### src/rtl/stream_downsize_pkg.sv
// Package stream_pkg: types and constants shared by the stream upsizer and
// downsizer.
//   stream_state_e    : two-state IDLE/SEND controller encoding
//   STREAM_MIN_RATIO  : smallest legal lane count per wide beat
//   STREAM_MIN_WIDTH  : smallest legal lane width
//   stream_idx_w()    : width of a lane index for a given lane count
package stream_pkg;

  typedef enum logic {
    IDLE = 1'b0,
    SEND = 1'b1
  } stream_state_e;

  localparam int STREAM_MIN_RATIO = 2;
  localparam int STREAM_MIN_WIDTH = 1;

  // A lane index needs at least one bit, even for degenerate lane counts.
  function automatic int stream_idx_w(input int ratio);
    return (ratio > 1) ? $clog2(ratio) : 1;
  endfunction

endpackage

### src/rtl/stream_downsize_lane_pick.sv
// lane_pick: combinational lane selector for the stream downsizer.
// Ports:
//   keep      in   per-lane valid mask
//   idx       in   currently selected lane
//   first_idx out  lowest lane with keep=1 (0 when keep is all zero)
//   next_idx  out  lowest lane with keep=1 strictly above idx
//   is_final  out  no lane with keep=1 lies above idx
module lane_pick
  import stream_pkg::*;
#(
  parameter int T_DATA_RATIO = 2,
  parameter int IDX_W        = stream_idx_w(T_DATA_RATIO)
) (
  input  logic [T_DATA_RATIO-1:0] keep,
  input  logic [IDX_W-1:0]        idx,
  output logic [IDX_W-1:0]        first_idx,
  output logic [IDX_W-1:0]        next_idx,
  output logic                    is_final
);

  // Kept lanes strictly above the current index.
  logic [T_DATA_RATIO-1:0] above;

  generate
    for (genvar gi = 0; gi < T_DATA_RATIO; gi++) begin : g_above
      assign above[gi] = keep[gi] && (32'(gi) > 32'(idx));
    end
  endgenerate

  // Scanning from the top down leaves the lowest matching lane in place.
  always_comb begin
    first_idx = '0;
    next_idx  = '0;
    for (int i = T_DATA_RATIO - 1; i >= 0; i--) begin
      if (keep[i]) begin
        first_idx = IDX_W'(i);
      end
      if (above[i]) begin
        next_idx = IDX_W'(i);
      end
    end
  end

  assign is_final = ~|above;

endmodule

### src/rtl/stream_downsize.sv
// stream_downsize: splits one wide beat of T_DATA_RATIO lanes into narrow
// T_DATA_WIDTH beats, lane 0 first, skipping lanes whose keep bit is 0.
// Optional feature macro: STREAM_DOWNSIZE_ERR_EN adds err_o.
// Ports:
//   clk_i      in   clock, all state on the rising edge
//   rst_n_i    in   asynchronous active-low reset
//   s_data_i   in   unpacked lane array, lane 0 sent first
//   s_keep_i   in   lane i valid when bit i is set
//   s_last_i   in   wide beat closes the packet
//   s_valid_i  in   wide beat offered
//   s_ready_o  out  wide beat accepted when s_valid_i && s_ready_o
//   m_data_o   out  narrow beat data
//   m_last_o   out  final narrow beat of the packet
//   m_valid_o  out  narrow beat offered
//   m_ready_i  in   narrow beat taken when m_valid_o && m_ready_i
//   err_o      out  (STREAM_DOWNSIZE_ERR_EN only) one-cycle pulse after a
//                   keep==0 beat is accepted
module stream_downsize
  import stream_pkg::*;
#(
  parameter int T_DATA_WIDTH = 4,
  parameter int T_DATA_RATIO = 2
) (
  input  logic                    clk_i,
  input  logic                    rst_n_i,
  input  logic [T_DATA_WIDTH-1:0] s_data_i [T_DATA_RATIO],
  input  logic [T_DATA_RATIO-1:0] s_keep_i,
  input  logic                    s_last_i,
  input  logic                    s_valid_i,
  output logic                    s_ready_o,
  output logic [T_DATA_WIDTH-1:0] m_data_o,
  output logic                    m_last_o,
  output logic                    m_valid_o,
  input  logic                    m_ready_i
`ifdef STREAM_DOWNSIZE_ERR_EN
  ,
  output logic                    err_o
`endif
);

  localparam int IDX_W = stream_idx_w(T_DATA_RATIO);

  generate
    if (T_DATA_RATIO < STREAM_MIN_RATIO || T_DATA_WIDTH < STREAM_MIN_WIDTH) begin : g_bad_cfg
      $error("stream_downsize: T_DATA_RATIO must be >= 2 and T_DATA_WIDTH >= 1");
    end
  endgenerate

  stream_state_e           state_reg, state_next;
  logic [T_DATA_WIDTH-1:0] lane_reg [T_DATA_RATIO];
  logic [T_DATA_RATIO-1:0] keep_reg;
  logic                    last_reg;
  logic [IDX_W-1:0]        idx_reg, idx_next;

  logic                    m_take;
  logic                    s_take;
  logic                    load;

  logic [IDX_W-1:0]        cur_first, cur_next, in_first, in_next;
  logic                    cur_final, in_final;

  // Lane walk over the buffered beat.
  lane_pick #(.T_DATA_RATIO(T_DATA_RATIO)) u_pick_cur (
    .keep      (keep_reg),
    .idx       (idx_reg),
    .first_idx (cur_first),
    .next_idx  (cur_next),
    .is_final  (cur_final)
  );

  // Starting lane of the beat being offered on the slave side.
  lane_pick #(.T_DATA_RATIO(T_DATA_RATIO)) u_pick_in (
    .keep      (s_keep_i),
    .idx       ('0),
    .first_idx (in_first),
    .next_idx  (in_next),
    .is_final  (in_final)
  );

  logic unused_pick;
  assign unused_pick = ^{cur_first, in_next, in_final};

  assign m_valid_o = (state_reg == SEND);
  assign m_data_o  = m_valid_o ? lane_reg[idx_reg] : '0;
  assign m_last_o  = m_valid_o && last_reg && cur_final;

  assign m_take    = m_valid_o && m_ready_i;
  // Taking the final lane frees the buffer in the same cycle, so the next
  // wide beat can be loaded without a bubble.
  assign s_ready_o = (state_reg == IDLE) || (m_take && cur_final);
  assign s_take    = s_valid_i && s_ready_o;
  // keep==0 beats are consumed but never enter the buffer.
  assign load      = s_take && (|s_keep_i);

  always_comb begin
    state_next = state_reg;
    idx_next   = idx_reg;
    case (state_reg)
      IDLE: begin
        if (load) begin
          state_next = SEND;
          idx_next   = in_first;
        end
      end
      SEND: begin
        if (m_take) begin
          if (!cur_final) begin
            idx_next = cur_next;
          end else if (load) begin
            idx_next = in_first;
          end else begin
            state_next = IDLE;
          end
        end
      end
      default: begin
        state_next = IDLE;
      end
    endcase
  end

  always_ff @(posedge clk_i or negedge rst_n_i) begin
    if (!rst_n_i) begin
      state_reg <= IDLE;
      idx_reg   <= '0;
      keep_reg  <= '0;
      last_reg  <= 1'b0;
      for (int i = 0; i < T_DATA_RATIO; i++) begin
        lane_reg[i] <= '0;
      end
    end else begin
      state_reg <= state_next;
      idx_reg   <= idx_next;
      if (load) begin
        keep_reg <= s_keep_i;
        last_reg <= s_last_i;
        for (int i = 0; i < T_DATA_RATIO; i++) begin
          lane_reg[i] <= s_data_i[i];
        end
      end
    end
  end

`ifdef STREAM_DOWNSIZE_ERR_EN
  logic err_reg;

  always_ff @(posedge clk_i or negedge rst_n_i) begin
    if (!rst_n_i) begin
      err_reg <= 1'b0;
    end else begin
      err_reg <= s_take && !(|s_keep_i);
    end
  end

  assign err_o = err_reg;
`endif

endmodule
### config.mk
export PLATFORM = sky130hd
export DESIGN_NAME = stream_downsize
export DESIGN_NICKNAME = d
export VERILOG_FILES = /design/src/rtl/stream_downsize_pkg.sv /design/src/rtl/stream_downsize_lane_pick.sv /design/src/rtl/stream_downsize.sv
export SDC_FILE = /design/constraint.sdc
export NUM_CORES = 1
export LEC_CHECK = 0
export BUFFER_PORTS_ARGS = -buffer_cell sky130_fd_sc_hd__buf_2
export CAP_MARGIN = 0
export CORE_MARGIN = 2
export CORE_UTILIZATION = 50
export DETAILED_ROUTE_END_ITERATION = 7
export GPL_ROUTABILITY_DRIVEN = 1
export MAX_ROUTING_LAYER = met4
export PLACE_DENSITY = 0.88
export SLEW_MARGIN = 20
export SYNTH_ARGS = -nofsm -noshare
export SYNTH_HDL_FRONTEND = slang
export SYNTH_HIERARCHICAL = 1
export SYNTH_SLANG_ARGS = --single-unit
### constraint.sdc
create_clock -name clk_i -period 3.5 [get_ports clk_i]
set_clock_uncertainty 0.1 [all_clocks]
set_input_delay 0 -clock clk_i [delete_from_list [all_inputs] [get_ports clk_i]]
set_output_delay 0 -clock clk_i [all_outputs]
set_load 0.01 [all_outputs]
Word level (Yosys, flattened, before mapping)
Index checks and enable logic that the tools add are counted.
{ "totals": {"register_bits": 13, "in_bits": 15, "output_inout_bits": 7, "elab_cells": 35} }
{ "op_classes": {"eq_ne": 1, "bitwise": 2, "n_reduce_logical": 10, "n_mux": 14, "order_cmp": 2} }
{ "ops": {"columns": ["op", "n"], "rows": [
  ["two-way mux 4 bit", 4],
  ["two-way mux 1 bit", 8],
  ["logical AND 1 bit", 7],
  ["case mux 1 bit (2 select lines)", 2],
  [">= comparator 2 bit (second input constant)", 1],
  ["inequality test 2 x 1 -> 1 bit (second input constant)", 1],
  ["NOT 1 -> 2 bit", 1],
  ["OR reduction 2 bit", 1],
  ["> comparator 1 bit (first input constant)", 1],
  ["logical NOT 1 bit", 1],
  ["logical OR 1 bit", 1],
  ["NOT 1 bit", 1]
]} }

Depth between registers and ports, before layout
Gate-level depths: netlist of run 1.
{ "logic_depth": {"ltp_word": 11, "ltp_mapped": 5, "mapped_depth_nobuf": 4} }

Hierarchy
Netlist of run 1, hierarchy kept.
{ "by_module_without_submodules": {"columns": ["mod", "cells_per_inst", "n_inst", "seq_area_each_um2", "area_per_inst_um2"], "rows": [
  ["stream_downsize", 49, 1, 325.3, 656.9],
  ["lane_pick", 3, 2, 0.0, 20.0]
]} }

Least setup slack after synthesis of run 1
No wires, ideal clock.
{ "synth_path": {"path_type": "reg-to-reg", "start": "register idx_reg", "end": "register keep_reg[0]", "slack_ps": 2035, "required_time_ps": 3275, "period_less_slack_ps": 1465, "t_arrival_ps": 1240, "path_stages_with_launch": 6, "path_buffers": 1, "setup_time_ps": 125, "path_cell_list": "dfrtp_1 nand2b_1 a21boi_4 nor2_2 buf_6 mux2_4"} }
{ "synth_between": {"elab_chain_len": 7} }
{ "synth_rtl": {"columns": ["element", "line_no", "source"], "rows": [
  ["from (decl)", "stream_downsize.sv:53", "logic [IDX_W-1:0] idx_reg, idx_next;"],
  ["from (signal assigned)", "stream_downsize.sv:133", "idx_reg <= idx_next;"],
  ["> comparator 1 bit", "stream_downsize_lane_pick.sv:26", "assign above[gi] = keep[gi] && (32'(gi) > 32'(idx));"],
  ["logical AND 1 bit", "stream_downsize_lane_pick.sv:26", null],
  ["logical NOT 1 bit", "stream_downsize_lane_pick.sv:44", "assign is_final = ~|above;"],
  ["named net cur_final", "stream_downsize.sv:60", "logic cur_final, in_final;"],
  ["logical AND 1 bit", "stream_downsize.sv:90", "assign s_ready_o = (state_reg == IDLE) || (m_take && cur_final);"],
  ["logical OR 1 bit", "stream_downsize.sv:90", null],
  ["logical AND 1 bit", "stream_downsize.sv:91", "assign s_take = s_valid_i && s_ready_o;"],
  ["logical AND 1 bit", "stream_downsize.sv:93", "assign load = s_take && (|s_keep_i);"],
  ["to (signal assigned)", "stream_downsize.sv:135", "keep_reg <= s_keep_i;"],
  ["to (decl)", "stream_downsize.sv:51", "logic [T_DATA_RATIO-1:0] keep_reg;"]
]} }
The timed path passes the listed nets, and every way through them passes these cells.
A chain may end at the register's enable or synchronous reset.

Worst setup path after layout of run 1
{ "layout_path": {"start": "register idx_reg", "end": "register keep_reg[1]"} }
Same word-level chain as after synthesis.

==> impl_table.tex, run 1 <==
\begin{tabular}{lr}
\hline
Metric & Value \\
\hline
\multicolumn{2}{l}{\textbf{Run status}} \\
Status & completed \\
\multicolumn{2}{l}{\textbf{Power and ir drop}} \\
Clock share of power & 18.9\% \\
Static leakage & around 0.46 nW \\
Share of total power in sequential cells & between 30 and 40\% \\
Maximum vdd drop & 0.4435 mV \\
Power density over the cells & about 680 nW/um2 \\
Net switching power & 216.8 uW \\
Combinational fraction of design power & between 40\% and 50\% \\
Sw Share & roughly a third \\
Pint & 407.4 uW \\
\multicolumn{2}{l}{\textbf{Clock network}} \\
TritonCTS buffer count & 3 \\
Max Root-Sink Buffers & 2 \\
Clock tree from TritonCTS & done \\
Hold buffer count at cts & 14 \\
Root Buffer & clkbuf\_4 \\
Post-CTS setup-driven buffer insertion count & 0 \\
Clock sink count & 12 \\
Insertion delay to the later sink of the worst-skew pair & around 0.29 ns \\
CTS clock-pin slew for the worst setup and hold paths & 0.09 ns \\
Number of gates resized after CTS & 0 \\
Max H-tree Level & 1 \\
\multicolumn{2}{l}{\textbf{Cells and area}} \\
Final instance area & slightly above 900 um2 \\
Layout-stage area growth over the synthesis result & 44.86\% \\
Filler Cell Count & 76 \\
Inserted Diodes & 0 \\
Area taken by multi-input logic gates & between 300 and 400 um2 \\
Ratio of cells with drive above 1 in the final layout & 45.35\% \\
Largest register FFs & 8 \\
Nets & 102 \\
Storage cell area & approximately 300 um2 \\
\multicolumn{2}{l}{\textbf{Worst hold path}} \\
Path type of the worst min-delay path & input pin to asynchronous set/reset pin \\
\multicolumn{2}{l}{\textbf{Drt}} \\
Iter 0 DRT Violations & 9 \\
Via count & 540 \\
Wire length reported by the detailed router & roughly 1700 um \\
Average routed wire per standard cell & 16.67 um \\
Via/cell ratio & between 5 and 6 \\
Routed Antenna Nets & 0 \\
Post-route DRC & 0 \\
Count of TritonRoute iterations in the first routing pass & 5 \\
\multicolumn{2}{l}{\textbf{Setup path}} \\
R2R Path End & keep\_reg[1] \\
Reg2Reg Launch Point & idx\_reg \\
Largest driver fanout on the critical path & 10 \\
Critical path data required time & 3.59 ns \\
Kind of critical path & register to register \\
Worst setup slack for register-to-register paths & 1.42 ns \\
Crit end category & register \\
Kind of start point of the critical path & register \\
Reg2Reg Depth & 4 \\
Arrival time worst endpoint & about 2.2 ns \\
\multicolumn{2}{l}{\textbf{Logic synthesis}} \\
Gate count of the mapped netlist & roughly 50 \\
Post-synthesis instance area & 633.1 um2 \\
Syn nets & 64 \\
Synth Area per Inst & 12.92 um2 \\
Ys Warns & 6 \\
\multicolumn{2}{l}{\textbf{Run}} \\
Max Cap Viol & 0 \\
\multicolumn{2}{l}{\textbf{Die}} \\
Die boundary width & 39.59 um \\
Die outline area & 1567 um2 \\
Standard cell core area & 1141 um2 \\
Die Height & 39.59 um \\
Standard-cell rows & 12 \\
Starting density of the core & approximately 55\% \\
Number of placed I/O pins & 22 \\
\multicolumn{2}{l}{\textbf{Place}} \\
Area of placed instances & $\sim$740 um2 \\
Input/output buffers & 21 \\
Routability-driven placement congestion ratio & 0.7256 \\
HPWL after detailed placement & 1063 um \\
\multicolumn{2}{l}{\textbf{Global route}} \\
First-pass GRT wire length & between 2000 and 3000 um \\
Initial antenna violation count & 0 \\
GRT Total Usage & a little under 30\% \\
Total gr overflow & 0 \\
Maximum number of pins on one net before global-route repair & 13 \\
Vias in the first global route & approximately 600 \\
\multicolumn{2}{l}{\textbf{STA}} \\
Tightest Pin Transition & around 0.7 ns \\
RSZ-0062 raised after global routing & no \\
Final period utilization & between 50\% and 60\% \\
Max Clock Freq & 480.7 MHz \\
Post-layout min period & between 2 and 2.5 ns \\
Setup Total Neg Slack & 0 ns \\
Final Hold Violating Endpoints & 0 \\
Setup violations, final & 0 \\
Relative max-transition margin & 53.77\% \\
Slew Limit Fails & 0 \\
\hline
\end{tabular}
==> how the worst max path moves through the flow <==
stage,from,end,slack (ns),cells after the start
detailed placement,idx_reg,keep_reg[1],1.42,4
floorplan,idx_reg,lane_reg[0],2.04,5
CTS,idx_reg,keep_reg[1],1.43,4
global route,idx_reg,keep_reg[1],1.31,4
finish,idx_reg,keep_reg[1],1.42,4
global placement,idx_reg,keep_reg[1],1.52,4
==> critical path: stages, from the launching register on <==
cell	delay [ns]
dfrtp_1	0.53
nand2b_1	0.26
a21boi_4	0.10
nor2_2	0.56
mux2_2	0.41
==> placed cells by master, fill, tap and decap left out, types with 2 or more instances in the layout <==
cell type / n
clkbuf_4: 3
nor2_1: 4
dlygate4sd3_1: 14
inv_1: 4
buf_2: 21
nand2b_1: 2
mux2i_1: 4
mux2_4: 9
dfrtp_1: 12
==> power by group through the flow <==
stage	combinational (mW)	sequential [mW]	clock, mW
after global placement	0.231	0.236	0
after floorplan	0.194	0.217	0
after CTS	0.260	0.239	0.114
final	0.266	0.240	0.118
after global routing	0.287	0.250	0.120
after detailed placement	0.244	0.242	0
==> stage by stage <==
stage	total power [mW]	hold WS, ns	setup WS, ns	cells	utilization [%]
6_report	0.6242	0.005927	1.420	100	80.37
2_1_floorplan	0.4107	-0.3956	2.040	49	-
3_3_place_gp	0.4670	-0.2143	1.524	82	64.91
3_5_place_dp	0.4855	-0.2123	1.416	82	64.91
4_1_cts	0.6132	0.01995	1.427	100	80.37
5_1_grt	0.6573	0.04127	1.312	100	80.37
==> per-layer routing <==
metal	routed length (um)	global-route usage (%)	vias to the layer above
li1	-	-	243
met1	593	29.20	247
met2	869	49.59	36
met3	120	11.36	14
met4	84	14.66	0
met5	0	-	-
==> final cells by class <==
| cell class | instances | share of cell area [%] |
|---|---|---|
| clock buffers | 4 | 3.956 |
| flip-flops and latches | 12 | 32.74 |
| multi-input cells | 31 | 33.01 |
| repair buffers | 35 | 26.74 |
| well taps | 14 | 1.910 |
| inverters | 4 | 1.637 |
No activity file was read; power rests on OpenSTA's default activity.
==> run 2: changes to the inputs <==
--- a/config.mk
+++ b/config.mk
@@ -8,11 +8,11 @@
 export BUFFER_PORTS_ARGS = -buffer_cell sky130_fd_sc_hd__buf_2
 export CAP_MARGIN = 0
 export CORE_MARGIN = 2
-export CORE_UTILIZATION = 50
+export CORE_UTILIZATION = 48
 export DETAILED_ROUTE_END_ITERATION = 7
 export GPL_ROUTABILITY_DRIVEN = 1
 export MAX_ROUTING_LAYER = met4
-export PLACE_DENSITY = 0.88
+export PLACE_DENSITY = 0.85
 export SLEW_MARGIN = 20
 export SYNTH_ARGS = -nofsm -noshare
 export SYNTH_HDL_FRONTEND = slang
==> constraint.sdc (replaced) <==
create_clock -name clk_i -period 1.95 [get_ports clk_i]
set_clock_uncertainty 0.1 [all_clocks]
set_input_delay 0 -clock clk_i [delete_from_list [all_inputs] [get_ports clk_i]]
set_output_delay 0 -clock clk_i [all_outputs]
set_load 0.01 [all_outputs]
==> run 2 against run 1 <==
  * Count of clock-buffer cells in the layout stayed put
  * Critical path depth is 1 higher
  * Cell count is 3.0% higher
  * Largest cell class unchanged
  * Global-route usage is 7.3 points lower
  * Utilization is 6.8 points lower
  * Critical endpoint unchanged
  * First-iteration DRC count is 22% lower
==> impl_table.tex, run 2 (synthesized netlist as in run 1, its figures left out) <==
\begin{tabular}{lr}
\hline
Metric & Value \\
\hline
\multicolumn{2}{l}{\textbf{Global route}} \\
Global routing met3 resource utilization & 3.333\% (-8.0 points) \\
First-pass GRT wire length & 2076 um (-24\%) \\
Vias in the first global route & 462 (-22\%) \\
M2 GR Usage & 29.84\% (-20 points) \\
Most used routing layer & met2 \\
Maximum number of pins on one net before global-route repair & 13 (unchanged) \\
Total gr overflow & 0 (unchanged) \\
GRT Total Usage & 22.04\% (-7.3 points) \\
Routing usage on met1 & 27.53\% (-1.7 points) \\
Initial antenna violation count & 0 (unchanged) \\
\multicolumn{2}{l}{\textbf{Setup path}} \\
Critical path data required time & 2.00 ns (-1.59 ns) \\
Slowest Stage Delay on Critical Path & 0.40 ns (-0.16 ns) \\
Kind of critical path & register to register \\
Crit end category & register \\
Arrival time worst endpoint & 1.64 ns (-0.53 ns) \\
Worst setup slack for register-to-register paths & 0.37 ns (-1.05 ns) \\
Largest driver fanout on the critical path & 10 (unchanged) \\
Reg2Reg Depth & 5 (+1) \\
Cell with the largest stage delay on the worst path & dfrtp\_1 \\
R2R Path End & keep\_reg[1] \\
Critical Path, Cell by Cell & nand2b\_1, a21boi\_4, nor2\_2, buf\_4, mux2\_2 \\
Kind of start point of the critical path & register \\
Reg2Reg Launch Point & keep\_reg[1] \\
\multicolumn{2}{l}{\textbf{Die}} \\
Die boundary width & 40.32 um (+1.8\%) \\
Standard-cell rows & 13 (+1) \\
Number of placed I/O pins & 22 (unchanged) \\
Die outline area & 1625 um2 (+3.7\%) \\
Standard cell core area & 1269 um2 (+11\%) \\
Die Height & 40.32 um (+1.8\%) \\
Starting density of the core & 49.90\% (-5.6 points) \\
\multicolumn{2}{l}{\textbf{Power and ir drop}} \\
Power density over the cells & 1170 nW/um2 (+72\%) \\
Clock share of power & 17.6\% (-1.3 points) \\
Combinational fraction of design power & 45.8\% (+3.2 points) \\
Static leakage & 0.4744 nW (+2.3\%) \\
Maximum vdd drop & 0.7110 mV (+60\%) \\
Share of total power in sequential cells & 36.6\% (-1.9 points) \\
Pint & 742.5 uW (+82\%) \\
Sw Share & 32.00\% (-2.7 points) \\
Net switching power & 349.3 uW (+61\%) \\
Post-route total power & 1.092 mW (+75\%) \\
\multicolumn{2}{l}{\textbf{STA}} \\
Final Hold Violating Endpoints & 0 (unchanged) \\
Relative max-transition margin & 75.03\% (+21 points) \\
Setup violations, final & 0 (unchanged) \\
Slew Limit Fails & 0 (unchanged) \\
Tightest Pin Transition & 0.3650 ns (-0.3276 ns) \\
Final period utilization & 81.21\% (+22 points) \\
Post-layout min period & 1.584 ns (-0.4965 ns) \\
RSZ-0062 raised after global routing & no \\
Max Clock Freq & 631.5 MHz (+31\%) \\
Setup Total Neg Slack & 0 ns (unchanged) \\
\multicolumn{2}{l}{\textbf{Cells and area}} \\
Filler Cell Count & 80 (+5.3\%) \\
Commonest non-fill, non-tap cell in the layout & buf\_2 \\
Ratio of cells with drive above 1 in the final layout & 46.59\% (+1.2 points) \\
Layout-stage area growth over the synthesis result & 47.43\% \\
Inserted Diodes & 0 (unchanged) \\
Final instance area & 933.4 um2 (+1.8\%) \\
Commonest non-fill, non-tap cells in the layout & 21 x buf\_2, 14 x dlygate4sd3\_1, 12 x dfrtp\_1, 9 x mux2\_4 \\
Fraction of the core area covered by cells at the end of the flow & 73.57\% (-6.8 points) \\
Largest register FFs & 8 (unchanged) \\
Storage cell area & 300.3 um2 (unchanged) \\
Nets & 104 (+2.0\%) \\
Area taken by multi-input logic gates & 302.8 um2 (unchanged) \\
\multicolumn{2}{l}{\textbf{Clock network}} \\
Clock sink count & 12 (unchanged) \\
Hold buffer count at cts & 14 (unchanged) \\
Max Root-Sink Buffers & 2 (unchanged) \\
Clock tree from TritonCTS & done \\
TritonCTS buffer count & 3 (unchanged) \\
Insertion delay to the later sink of the worst-skew pair & 0.27 ns (-0.02 ns) \\
Number of gates resized after CTS & 0 (unchanged) \\
Post-CTS setup-driven buffer insertion count & 0 (unchanged) \\
CTS clock-pin slew for the worst setup and hold paths & 0.07 ns (-0.02 ns) \\
Max H-tree Level & 1 (unchanged) \\
Root Buffer & clkbuf\_4 \\
\multicolumn{2}{l}{\textbf{Run}} \\
Max Cap Viol & 0 (unchanged) \\
\multicolumn{2}{l}{\textbf{Drt}} \\
Via/cell ratio & 4.961 (-8.1\%) \\
Routed Antenna Nets & 0 (unchanged) \\
Wire length reported by the detailed router & 1352 um (-19\%) \\
Iter 0 DRT Violations & 7 (-2) \\
Average routed wire per standard cell & 13.13 um (-21\%) \\
Count of TritonRoute iterations in the first routing pass & 3 (-2) \\
Via count & 511 (-5.4\%) \\
Post-route DRC & 0 (unchanged) \\
\multicolumn{2}{l}{\textbf{Place}} \\
Area of placed instances & 757.0 um2 (+2.2\%) \\
Input/output buffers & 21 (unchanged) \\
Routability-driven placement congestion ratio & 0.7191 (-0.90\%) \\
\multicolumn{2}{l}{\textbf{Worst hold path}} \\
Path type of the worst min-delay path & input pin to asynchronous set/reset pin \\
\multicolumn{2}{l}{\textbf{Run status}} \\
Status & completed \\
\hline
\end{tabular}
==> run 2: worst max-delay path, delay by kind of cell, from the launching register on <==
family	cells	cell delay, ns
buf+inv	1	0.23
mux	1	0.36
simple gates	2	0.29
flops	1	0.40
compound gates	1	0.09
==> run 2: power by group through the flow <==
stage | clock network (mW) | registers, mW | logic [mW]
after detailed placement | 0 | 0.405 | 0.472
after floorplan | 0 | 0.389 | 0.348
final | 0.192 | 0.400 | 0.501
after CTS | 0.197 | 0.402 | 0.495
after global placement | 0 | 0.399 | 0.462
after global routing | 0.213 | 0.413 | 0.544
==> run 2: worst max-delay path by stage <==
| stage | depth (start not counted) | to | start |
|---|---|---|---|
| detailed placement | 5 | lane_reg[3] | idx_reg |
| CTS | 5 | lane_reg[3] | idx_reg |
| finish | 5 | keep_reg[1] | keep_reg[1] |
| floorplan | 5 | lane_reg[0] | idx_reg |
| global placement | 5 | lane_reg[4] | idx_reg |
| global route | 5 | keep_reg[1] | keep_reg[1] |
==> run 2: stage by stage <==
stage	setup WS (ns)	std cells	hold slack (ns)
global route	0.2604	103	0.04156
floorplan	0.4896	49	-0.3956
detailed placement	0.4102	85	-0.2145
finish	0.3664	103	0.03299
CTS	0.3857	103	0.02287
global placement	0.4356	85	-0.2171
==> run 2: final cells by class <==
class                      instances  area share [%]
clock buffer                       4           3.887
timing repair buffer              37           27.88
inverter                           4           1.609
tap                               15           2.011
sequential                        12           32.17
multi-input combinational         31           32.44
==> run 2: metal layers <==
| layer | vias up | wire length, um |
|---|---|---|
| li1 | 247 | - |
| met1 | 241 | 597 |
| met2 | 16 | 647 |
| met3 | 7 | 46 |
| met4 | 0 | 61 |
| met5 | - | 0 |
==> run 3: changes to the inputs <==
--- a/config.mk
+++ b/config.mk
@@ -5,14 +5,15 @@
 export SDC_FILE = /design/constraint.sdc
 export NUM_CORES = 1
 export LEC_CHECK = 0
+export ABC_AREA = 1
 export BUFFER_PORTS_ARGS = -buffer_cell sky130_fd_sc_hd__buf_2
 export CAP_MARGIN = 0
 export CORE_MARGIN = 2
-export CORE_UTILIZATION = 48
+export CORE_UTILIZATION = 43
 export DETAILED_ROUTE_END_ITERATION = 7
 export GPL_ROUTABILITY_DRIVEN = 1
 export MAX_ROUTING_LAYER = met4
-export PLACE_DENSITY = 0.85
+export PLACE_DENSITY = 0.81
 export SLEW_MARGIN = 20
 export SYNTH_ARGS = -nofsm -noshare
 export SYNTH_HDL_FRONTEND = slang
==> constraint.sdc (replaced) <==
create_clock -name clk_i -period 1.3 [get_ports clk_i]
set_clock_uncertainty 0.1 [all_clocks]
set_input_delay 0 -clock clk_i [delete_from_list [all_inputs] [get_ports clk_i]]
set_output_delay 0 -clock clk_i [all_outputs]
set_load 0.01 [all_outputs]
==> run 3 against run 2 <==
  * Via count rose by 41%
  * Routed wire length increased by 35%
  * Cell count increased by 42%
  * Critical path type is now register to primary output
  * Clock power increased by 60%
  * Highest routed layer unchanged
  * Non-clock buffer count grew 7
  * Largest power group unchanged
  * Die area is 10% higher
  * Sequential power increased by 70%
==> impl_table.tex, run 3 <==
\begin{tabular}{lr}
\hline
Metric & Value \\
\hline
\multicolumn{2}{l}{\textbf{Run status}} \\
Status & completed \\
\multicolumn{2}{l}{\textbf{Clock network}} \\
Insertion delay to the later sink of the worst-skew pair & 0.28 ns (about the same) \\
TritonCTS buffer count & 3 (unchanged) \\
Clock tree from TritonCTS & done \\
Root Buffer & clkbuf\_4 \\
CTS clock-pin slew for the worst setup and hold paths & 0.08 ns (about the same) \\
Max Root-Sink Buffers & 2 (unchanged) \\
Clock sink count & 12 (unchanged) \\
Max H-tree Level & 1 (unchanged) \\
\multicolumn{2}{l}{\textbf{Setup path}} \\
Crit end category & primary output \\
Kind of critical path & register to primary output \\
Arrival time worst endpoint & 1.19 ns (-0.45 ns) \\
Largest driver fanout on the critical path & 6 (-4) \\
R2R Path End & lane\_reg[2] \\
Critical path data required time & 1.20 ns (-0.80 ns) \\
Reg2Reg Depth & 6 (+1) \\
Kind of start point of the critical path & register \\
Reg2Reg Launch Point & m\_valid\_o \\
Worst setup slack for register-to-register paths & 0.02 ns (-0.35 ns) \\
\multicolumn{2}{l}{\textbf{Power and ir drop}} \\
Power density over the cells & 2020 nW/um2 (+73\%) \\
Net switching power & 856.8 uW (+150\%) \\
Maximum vdd drop & 1.039 mV (+46\%) \\
Static leakage & 0.5622 nW (+18\%) \\
Combinational fraction of design power & 52.4\% (+6.6 points) \\
Share of total power in sequential cells & 32.7\% (-3.9 points) \\
Sw Share & 41.20\% (+9.2 points) \\
Pint & 1.223 mW (+65\%) \\
Clock share of power & 14.8\% (-2.8 points) \\
\multicolumn{2}{l}{\textbf{Logic synthesis}} \\
Syn nets & 101 (+58\%) \\
Ys Warns & 6 (unchanged) \\
Post-synthesis instance area & 630.6 um2 (-0.40\%) \\
Gate count of the mapped netlist & 86 (+76\%) \\
Synth Area per Inst & 7.333 um2 (-43\%) \\
\multicolumn{2}{l}{\textbf{Drt}} \\
Via count & 723 (+41\%) \\
DR top layer & met4 \\
Routed Antenna Nets & 0 (unchanged) \\
Amount of wire on met2 after detailed routing & 944 um (+46\%) \\
Count of TritonRoute iterations in the first routing pass & 4 (+1) \\
DR WL met3 & 74 um (+61\%) \\
Average routed wire per standard cell & 12.50 um (-4.8\%) \\
Wire length reported by the detailed router & 1825 um (+35\%) \\
Post-route DRC & 0 (unchanged) \\
Iter 0 DRT Violations & 19 (+12) \\
Via/cell ratio & 4.952 (-0.18\%) \\
Total routed wire length on the met1 layer & 757 um (+27\%) \\
\multicolumn{2}{l}{\textbf{Cells and area}} \\
Layout-stage area growth over the synthesis result & 63.29\% \\
Largest register FFs & 8 (unchanged) \\
Inserted Diodes & 0 (unchanged) \\
Commonest non-fill, non-tap cells in the layout & 24 x nand2\_1, 20 x buf\_2, 14 x dlygate4sd3\_1, 12 x nor2\_1 \\
Fraction of the core area covered by cells at the end of the flow & 77.20\% (+3.6 points) \\
Nets & 147 (+41\%) \\
Commonest non-fill, non-tap cell in the layout & nand2\_1 \\
Ratio of cells with drive above 1 in the final layout & 35.11\% (-11 points) \\
\multicolumn{2}{l}{\textbf{Place}} \\
Input/output buffers & 21 (unchanged) \\
Routability-driven placement congestion ratio & 0.7975 (+11\%) \\
Worst slack at placement & 0.01195 ns (-0.3983 ns) \\
HPWL after detailed placement & between 1000 and 1500 um \\
\multicolumn{2}{l}{\textbf{STA}} \\
Crit path setup slack, layout & 0.01483 ns (-0.3516 ns) \\
Final Hold Violating Endpoints & 0 (unchanged) \\
RSZ-0062 raised after global routing & yes \\
Max Clock Freq & around 800 MHz \\
Setup violations, final & 0 (unchanged) \\
Post-layout min period & approximately 1.3 ns \\
Setup Total Neg Slack & 0 ns (unchanged) \\
Slew Limit Fails & 0 (unchanged) \\
Final period utilization & 98.86\% \\
Relative max-transition margin & 81.39\% (+6.4 points) \\
Tightest Pin Transition & 0.2791 ns (-0.08593 ns) \\
\multicolumn{2}{l}{\textbf{Die}} \\
Starting density of the core & 47.28\% (-2.6 points) \\
Standard cell core area & 1334 um2 (+5.1\%) \\
Die Height & 42.30 um (+4.9\%) \\
Number of placed I/O pins & 22 (unchanged) \\
Die outline area & 1789 um2 (+10\%) \\
Die boundary width & 42.30 um (+4.9\%) \\
Standard-cell rows & 13 (unchanged) \\
\multicolumn{2}{l}{\textbf{Global route}} \\
Maximum number of pins on one net before global-route repair & 13 (unchanged) \\
Vias in the first global route & 664 (+44\%) \\
Total gr overflow & 0 (unchanged) \\
GRT Total Usage & 20.46\% (-1.6 points) \\
Initial antenna violation count & 0 (unchanged) \\
First-pass GRT wire length & 2656 um (+28\%) \\
\multicolumn{2}{l}{\textbf{Run}} \\
Max Cap Viol & 0 (unchanged) \\
\multicolumn{2}{l}{\textbf{Worst hold path}} \\
Path type of the worst min-delay path & input pin to asynchronous set/reset pin \\
\hline
\end{tabular}
-- run 3: layout make-up --
cell class              instances  area [um2]
multi-input cells              62       311.5
well taps                      15       18.77
fillers                        96       304.0
flip-flops and latches         12       301.5
repair buffers                 44       322.8
clock buffers                   4       36.28
inverters                       9       38.79
-- run 3: critical path, cell delays in order (launching register included) --
cell and delay [ns]:
dfrtp_2 0.43, buf_4 0.14, nand3_2 0.08, nand2_4 0.11, buf_6 0.14
-- run 3: stage by stage --
step	instances	power (mW)	area [um2]	hold slack, ns
6_report	146	2.080	1030	0.08115
5_1_grt	146	2.226	1030	0.08943
4_1_cts	142	1.858	949.7	0.02631
3_5_place_dp	124	1.490	764.5	-0.2084
3_3_place_gp	124	1.458	764.5	-0.2161
2_1_floorplan	86	1.195	630.6	-0.3956
-- run 3: layer usage --
metal	vias to the layer above	global-route usage, %
met1	329	23.10
li1	359	-
met2	28	32.92
met5	-	-
met4	0	15.00
met3	7	2.586
-- run 3: timing repair --
item | 4_1_cts | 5_1_grt
endpoints found under the setup margin | 7 | 16
hold buffers | 14 | 0
gates resized for setup | 4 | 18
endpoints found under the hold margin | 24 | 0
buffers inserted | 1 | 4
pin swaps | 0 | 4
-- run 3: how the worst max path moves through the flow --
| stage | start | end | slack [ns] | cells after the start |
|---|---|---|---|---|
| after global placement | idx_reg | idx_reg | 0.1 | 8 |
| after CTS | idx_reg | m_data_o[1] | 0.008 | 4 |
| final | m_valid_o | s_ready_o | 0.01 | 4 |
| after global routing | idx_reg | m_data_o[2] | -0.03 | 5 |
| after floorplan | idx_reg | lane_reg[0] | 0.03 | 8 |
| after detailed placement | idx_reg | idx_reg | 0.01 | 8 |
-- run 3: power by group through the flow --
stage,Combinational [mW],Sequential [mW],Clock (mW)
after CTS,0.882,0.670,0.306
after global placement,0.796,0.663,0
after global routing,1.20,0.701,0.327
final,1.09,0.681,0.308
after floorplan,0.527,0.668,0
after detailed placement,0.816,0.675,0
